<file path="src/rtl/vga_sync_gen.sv">
// VGA 640x480 timing generator: prescaled pixel strobe, x/y scan, registered syncs.
// Define VGA_SYNC_ACTIVE_HIGH_EN for active-high hsync/vsync (default active-low).
module vga_sync_gen #(
   parameter int CLK_DIV   = 4,
   parameter int H_DISPLAY = 640,
   parameter int H_FRONT   = 16,
   parameter int H_SYNC    = 96,
   parameter int H_BACK    = 48,
   parameter int V_DISPLAY = 480,
   parameter int V_FRONT   = 10,
   parameter int V_SYNC    = 2,
   parameter int V_BACK    = 33
) (
   input  logic       clk,
   input  logic       reset,
   output logic       p_tick,
   output logic [9:0] pixel_x,
   output logic [9:0] pixel_y,
   output logic       video_on,
   output logic       hsync,
   output logic       vsync,
   output logic       frame_end
);

   localparam int H_TOTAL = H_DISPLAY + H_FRONT + H_SYNC + H_BACK;
   localparam int V_TOTAL = V_DISPLAY + V_FRONT + V_SYNC + V_BACK;

   localparam logic [3:0] DIV_LAST = 4'(CLK_DIV - 1);
   localparam logic [9:0] H_LAST   = 10'(H_TOTAL - 1);
   localparam logic [9:0] V_LAST   = 10'(V_TOTAL - 1);
   localparam logic [9:0] H_VIS    = 10'(H_DISPLAY);
   localparam logic [9:0] V_VIS    = 10'(V_DISPLAY);
   localparam logic [9:0] HS_BEG   = 10'(H_DISPLAY + H_FRONT);
   localparam logic [9:0] HS_END   = 10'(H_DISPLAY + H_FRONT + H_SYNC - 1);
   localparam logic [9:0] VS_BEG   = 10'(V_DISPLAY + V_FRONT);
   localparam logic [9:0] VS_END   = 10'(V_DISPLAY + V_FRONT + V_SYNC - 1);

`ifdef VGA_SYNC_ACTIVE_HIGH_EN
   localparam logic SYNC_ON = 1'b1;
`else
   localparam logic SYNC_ON = 1'b0;
`endif

   logic [3:0] div_cnt;
   logic [9:0] h_cnt;
   logic [9:0] v_cnt;
   logic [9:0] h_nxt;
   logic [9:0] v_nxt;
   logic       h_end;
   logic       v_end;

   assign p_tick    = (div_cnt == DIV_LAST);
   assign h_end     = (h_cnt == H_LAST);
   assign v_end     = (v_cnt == V_LAST);
   assign frame_end = p_tick & h_end & v_end;
   assign pixel_x   = h_cnt;
   assign pixel_y   = v_cnt;

   always_comb begin
      h_nxt = h_cnt;
      v_nxt = v_cnt;
      if (p_tick) begin
         if (h_end) begin
            h_nxt = '0;
            v_nxt = v_end ? '0 : v_cnt + 10'd1;
         end else begin
            h_nxt = h_cnt + 10'd1;
         end
      end
   end

   // Syncs and blanking use next-state counts so they line up with pixel_x/y.
   always_ff @(posedge clk) begin
      if (reset) begin
         div_cnt  <= '0;
         h_cnt    <= '0;
         v_cnt    <= '0;
         video_on <= 1'b0;
         hsync    <= ~SYNC_ON;
         vsync    <= ~SYNC_ON;
      end else begin
         div_cnt  <= p_tick ? 4'd0 : div_cnt + 4'd1;
         h_cnt    <= h_nxt;
         v_cnt    <= v_nxt;
         video_on <= (h_nxt < H_VIS) && (v_nxt < V_VIS);
         hsync    <= (h_nxt >= HS_BEG && h_nxt <= HS_END)
                     ? SYNC_ON : ~SYNC_ON;
         vsync    <= (v_nxt >= VS_BEG && v_nxt <= VS_END)
                     ? SYNC_ON : ~SYNC_ON;
      end
   end

endmodule
</file>
<file path="config.mk">
export PLATFORM = sky130hd
export DESIGN_NAME = vga_sync_gen
export DESIGN_NICKNAME = d
export VERILOG_FILES = /design/src/rtl/vga_sync_gen.sv
export SDC_FILE = /design/constraint.sdc
export NUM_CORES = 1
export LEC_CHECK = 0
export CORE_AREA = 2 2 75 77
export CTS_CLUSTER_DIAMETER = 200
export DETAILED_ROUTE_END_ITERATION = 16
export DIE_AREA = 0 0 77 79
export PLACE_DENSITY_LB_ADDON = 0.12
export SETUP_SLACK_MARGIN = 0.15
export SYNTH_ARGS = -nofsm -noshare
export SYNTH_HDL_FRONTEND = slang
export SYNTH_SLANG_ARGS = --single-unit
</file>
<file path="constraint.sdc">
create_clock -name clk -period 1.9 [get_ports clk]
set_input_delay 0.38 -clock clk [delete_from_list [all_inputs] [get_ports clk]]
set_output_delay 0.38 -clock clk [all_outputs]
set_load 0.005 [all_outputs]
</file>
# [Yosys cells after proc, flatten, opt, wreduce, memory -nomap -nowiden]
# Index checks and enable logic that the tools add are counted.
[word_totals] reg_bits=27 output_inout_bits=25
[op_classes] n_addsub=3 magnitude_cmp=6 n_eq_ne=3 muxes=7 bitwise_logic=2 n_reduce_logical=4
[ops] op="10-bit 2-to-1 mux" count=5
[ops] op="10-bit by 1-bit adder with 10-bit output, second input constant" count=2
[ops] op="10-bit == test, second input constant" count=2
[ops] op="10-bit >= comparator, second input constant" count=1
[ops] op="10-bit by 9-bit >= comparator with 1-bit output, second input constant" count=1
[ops] op="10-bit <= comparator, second input constant" count=1
[ops] op="10-bit by 9-bit <= comparator with 1-bit output, second input constant" count=1
[ops] op="10-bit < comparator, second input constant" count=1
[ops] op="10-bit by 9-bit < comparator with 1-bit output, second input constant" count=1
[ops] op="4-bit by 1-bit adder with 4-bit output, second input constant" count=1
[ops] op="4-bit by 2-bit == test with 1-bit output, second input constant" count=1
[ops] op="1-bit logical AND" count=3
[ops] op="1-bit bitwise AND" count=2
[ops] op="1-bit 2-to-1 mux" count=2
[ops] op="2-bit OR reduction" count=1

# [Depth between registers and ports, before layout]
# Gate-level depths: netlist of run 1.
[depth] word_depth=7 depth_mapped=9 depth_no_buf=7

# [Worst setup path before layout of run 1]
# OpenSTA, ideal clock, no wires.
[synth_path] path_type="register to register" start="register div_cnt[0]" end="register video_on" arrival_time_ns=1.950 t_required_ns=1.797 slack_ns=-0.153 stages_incl_launch_ff=9 n_path_buf=1 period_less_slack_ns=2.053 path_cell_list="dfxtp_1 ha_1 or3b_1 buf_6 inv_6 nand4_2 o41ai_2 a22oi_2 a2111oi_2"
[synth_between] elab_chain_len=4 elab_cells_between_ends=6 cone_classes="order compare: 2; eq/ne: 1; mux: 2; reduce/logical: 1"
[synth_rtl] item="from (decl)" line_no="44" text="logic [3:0] div_cnt;"
[synth_rtl] item="from (signal assigned)" line_no="82" text="div_cnt <= p_tick ? 4'd0 : div_cnt + 4'd1;"
[synth_rtl] item="4-bit by 2-bit == test with 1-bit output (*)" line_no="52" text="assign p_tick = (div_cnt == DIV_LAST);"
[synth_rtl] item="10-bit 2-to-1 mux" line_no="62" text="if (p_tick) begin"
[synth_rtl] item="10-bit < comparator or 10-bit by 9-bit < comparator with 1-bit output (tied branches)" line_no="85" text="video_on <= (h_nxt < H_VIS) && (v_nxt < V_VIS);"
[synth_rtl] item="1-bit logical AND (*)" line_no="85"
[synth_rtl] item="to (signal assigned)" line_no="85"
[synth_rtl] item="to (decl)" line_no="19" text="output logic video_on,"
# Every way passes the cells marked *; elsewhere a longest branch is shown, timed or not.
# A chain may end at the register's enable or synchronous reset.

# [Final worst setup path of run 1]
[layout_path] start="register div_cnt[0]" end="register vsync"
[layout_between] elab_chain_len=5 elab_cells_between_ends=6 cone_classes="order compare: 2; eq/ne: 1; mux: 2; reduce/logical: 1"
[layout_rtl] item="4-bit by 2-bit == test with 1-bit output (*)" line_no="52"
[layout_rtl] item="10-bit 2-to-1 mux (*)" line_no="62"
[layout_rtl] item="10-bit by 9-bit >= comparator with 1-bit output or 10-bit by 9-bit <= comparator with 1-bit output (tied branches)" line_no="88" text="vsync <= (v_nxt >= VS_BEG && v_nxt <= VS_END)"
[layout_rtl] item="1-bit logical AND (*)" line_no="88"
[layout_rtl] item="1-bit 2-to-1 mux (*)" line_no="89" text="? SYNC_ON : ~SYNC_ON;"
[layout_rtl] item="to (signal assigned)" line_no="80" text="vsync <= ~SYNC_ON;"
[layout_rtl] item="to (signal assigned)" line_no="88"
[layout_rtl] item="to (decl)" line_no="21" text="output logic vsync,"
# Marked as above.

==> summary.txt, run 1 <==
Status
  • Status: finished with violations
  • Failing checks: negative setup slack

Logic synthesis
  • Syn_nets: 184
  • Post-synth EDFFs: 0
  • Mapped Cells: 178
  • Cell Area, Synth: 1530 um2
  • Yosys reg bits: 27
  • Yosys cell types: 53
  • Ys flop type: dfxtp_1
  • YS warnings: 0
  • Syn avg cell area: 8.61 um2
  • Yosys top cell by area: dfxtp_1
  • Share of the synthesized area in the top cell type: 35.3%
  • FFs w/ async S/R, synth: 0%
  • Largest cells by area after synthesis: dfxtp_1, a21oi_1, nand4_1
  • Seq/Total Area, Yosys: 35.3%

Timing
  • Max Freq: 0.465 GHz
  • Sum of negative setup slack: -1.29 ns
  • Tmin final: 2.15 ns
  • Clk_skew: 0.00481 ns
  • Final Hold Fails: 0
  • Pins Over Slew Limit: 0
  • RSZ-0062 raised after global routing: true
  • Setup Viol. Count Final: 9
  • Slew headroom: 72.0%
  • Fin Hold WS: 0.544 ns
  • Slew @ Worst Pin: 0.416 ns
  • Setup slack after layout: -0.250 ns
  • Final period utilization: 113%

Die
  • Full die area: 6080 um2
  • Die Y: 79 um
  • Core footprint: 5340 um2
  • Die width: 77 um
  • Site row count: 27
  • Boundary Pins: 27
  • Initial core utilization: 28.7%

Pwr
  • Power Density: 390 nW/um2
  • Combinational Power Share: 11.6%
  • P_int: 0.792 mW
  • Worst vdd ir: 0.269 mV
  • Leak pwr: 1.11 nW
  • Clock power share: 32.2%
  • Psw: 0.251 mW
  • Switching Fraction: 24.1%
  • Reg power frac: 56.1%

Route
  • Pre-Repair DR Iteration Count: 4
  • DRT Wirelength: 5.04 mm
  • Wirelength per Cell: 15.0 um
  • DRC: 0
  • Detail Route Antenna Nets: 0
  • Vias post-DR: 1697
  • Starting DRC count in detailed routing: 100
  • Vias per std cell: 5.05

GRT
  • Number of global-route vias before repair: 1737
  • First-pass GRT wire length: 8.19 mm
  • Gr usage total: 16.8%
  • Pin count of the biggest net entering global routing: 17
  • Initial antenna violation count: 0
  • Grt ovf: 0

Finish
  • Filler instances: 526
  • Layout area overhead: 74.6%
  • Share of cells above drive strength 1: 45.8%
  • Commonest non-fill, non-tap cell in the layout: buf_4
  • N_diodes: 0
  • Most frequent cells in the layout: buf_4, clkdlybuf4s50_1, dfxtp_1, nand2_1
  • Final core occ: 50.1%
  • Register Area: 556 um2
  • Final net count: 271
  • Multi-input gate area: 1140 um2

Setup path
  • Critical R2R Launch: div_cnt[0]
  • Crit-path max FO: 2
  • Data arrival time of the worst path: 2.30 ns
  • CP endpoint: vsync
  • Reg2Reg Depth: 7
  • Worst Setup SP: div_cnt[0]
  • Crit Path Category: register to register
  • FF-to-FF End: vsync
  • Worst Setup Start Kind: register
  • Setup crit end kind: register
  • Reg2reg setup slack: -0.25 ns
  • CP required: 2.05 ns

Placed design
  • GP Congestion: 0.796
  • Post-Place Worst Slack: -0.359 ns
  • PortBufs: 26
  • Hpwl dp: 3.56 mm

Clocking
  • Hold bufs inserted after CTS: 0
  • Num CTS Buffers: 3
  • Root Driver: clkbuf_8
  • CTS HTree Levels: 1
  • Sink Count: 27
  • CTS tree: yes
  • Worst-Skew Late Latency: 0.27 ns
  • Clock slew at reported path FFs: 0.10 ns
  • CTS Buffer Depth: 2

Hold path
  • Hold Crit Class: register to register

Job
  • Max Cap Viol: 0
-- critical path, cell delays in order (launching register included) --
cell and delay (ns):
dfxtp_2 0.37, ha_4 0.13, buf_4 0.10, or4bb_4 0.52, or4_4 0.45, a21boi_2 0.18
o32a_1 0.17, nand4_1 0.10
-- metrics by stage --
stage          power, mW  instances  area (um2)
5_1_grt             1.10        336        2680
4_1_cts             1.05        329        2540
2_1_floorplan      0.647        178        1600
6_report            1.04        336        2680
3_3_place_gp       0.689        318        2290
3_5_place_dp       0.691        318        2290
-- cells in the mapped netlist (2+ instances only) --
cell type / number
nor2_1: 13
or4_1: 3
nand2b_1: 3
and4_1: 3
inv_1: 4
dfxtp_1: 27
or3_1: 4
o211ai_1: 2
nand4_1: 9
and3_1: 3
xnor2_1: 5
ha_1: 4
nor4_1: 3
nand3b_1: 2
nor3b_1: 3
nor4b_1: 2
nand3_1: 9
buf_6: 2
nand2_1: 13
nor3_1: 6
buf_2: 2
a21oi_1: 12
nor2b_1: 7
clkbuf_1: 5
xor2_1: 3
o21ai_0: 2
-- flip-flops by register name, summed over array words and instances (netlist names) --
| register | cells |
|---|---|
| vsync | 1 |
| hsync | 1 |
| pixel_y | 10 |
| div_cnt | 4 |
| pixel_x | 10 |
| video_on | 1 |
-- routing by layer --
layer	track usage [%]	wire, um
met5	0	0
met4	3.93	86
met3	3.75	173
met2	31.0	2700
met1	19.7	2080
-- power groups by stage --
stage | Clock, mW | Sequential [mW] | Combinational (mW)
finish | 0.336 | 0.586 | 0.121
global route | 0.380 | 0.588 | 0.131
CTS | 0.352 | 0.586 | 0.111
detailed placement | 0 | 0.601 | 0.0907
global placement | 0 | 0.600 | 0.0886
floorplan | 0 | 0.599 | 0.0475
-- cell type report --
class | count | share of cell area (%)
multi-input cells | 136 | 42.5
inverters | 5 | 0.888
well taps | 72 | 3.37
repair buffers | 92 | 30.7
clock buffers | 3 | 1.54
flip-flops and latches | 27 | 20.8
clock inverters | 1 | 0.281
-- what timing repair did --
action	4_1_cts	5_1_grt
gates resized for setup	41	23
pin swaps	7	16
endpoints found under the setup margin	21	29
endpoints found under the hold margin	0	0
buffers inserted	7	7
-- cell families after synthesis --
kind of cell	Yosys count	synth area share, %
and+or+nand+nor	93	36.6
AOI/OAI and AO/OA	31	14.9
DFF	27	35.3
buffers and inverters	15	5.39
xor gates and xnor gates	8	4.57
adders and majority gates	4	3.27
-- worst min-delay path by stage --
stage	endpoint	cells after the start	slack [ns]	start
final	div_cnt[0]	2	0.54	div_cnt[0]
after global routing	div_cnt[0]	2	0.57	div_cnt[0]
after CTS	div_cnt[0]	2	0.55	div_cnt[0]
after detailed placement	div_cnt[0]	2	0.53	div_cnt[0]
after global placement	div_cnt[0]	2	0.51	div_cnt[0]
after floorplan	div_cnt[0]	1	0.43	div_cnt[0]
Power figures use the tool's default switching activity.
==> run 2, diff against run 1 <==
Settings changed: SLEW_MARGIN set to 5.
==> results of run 2 <==
No change in the layout: final DEF, timing and power equal those of run 1.
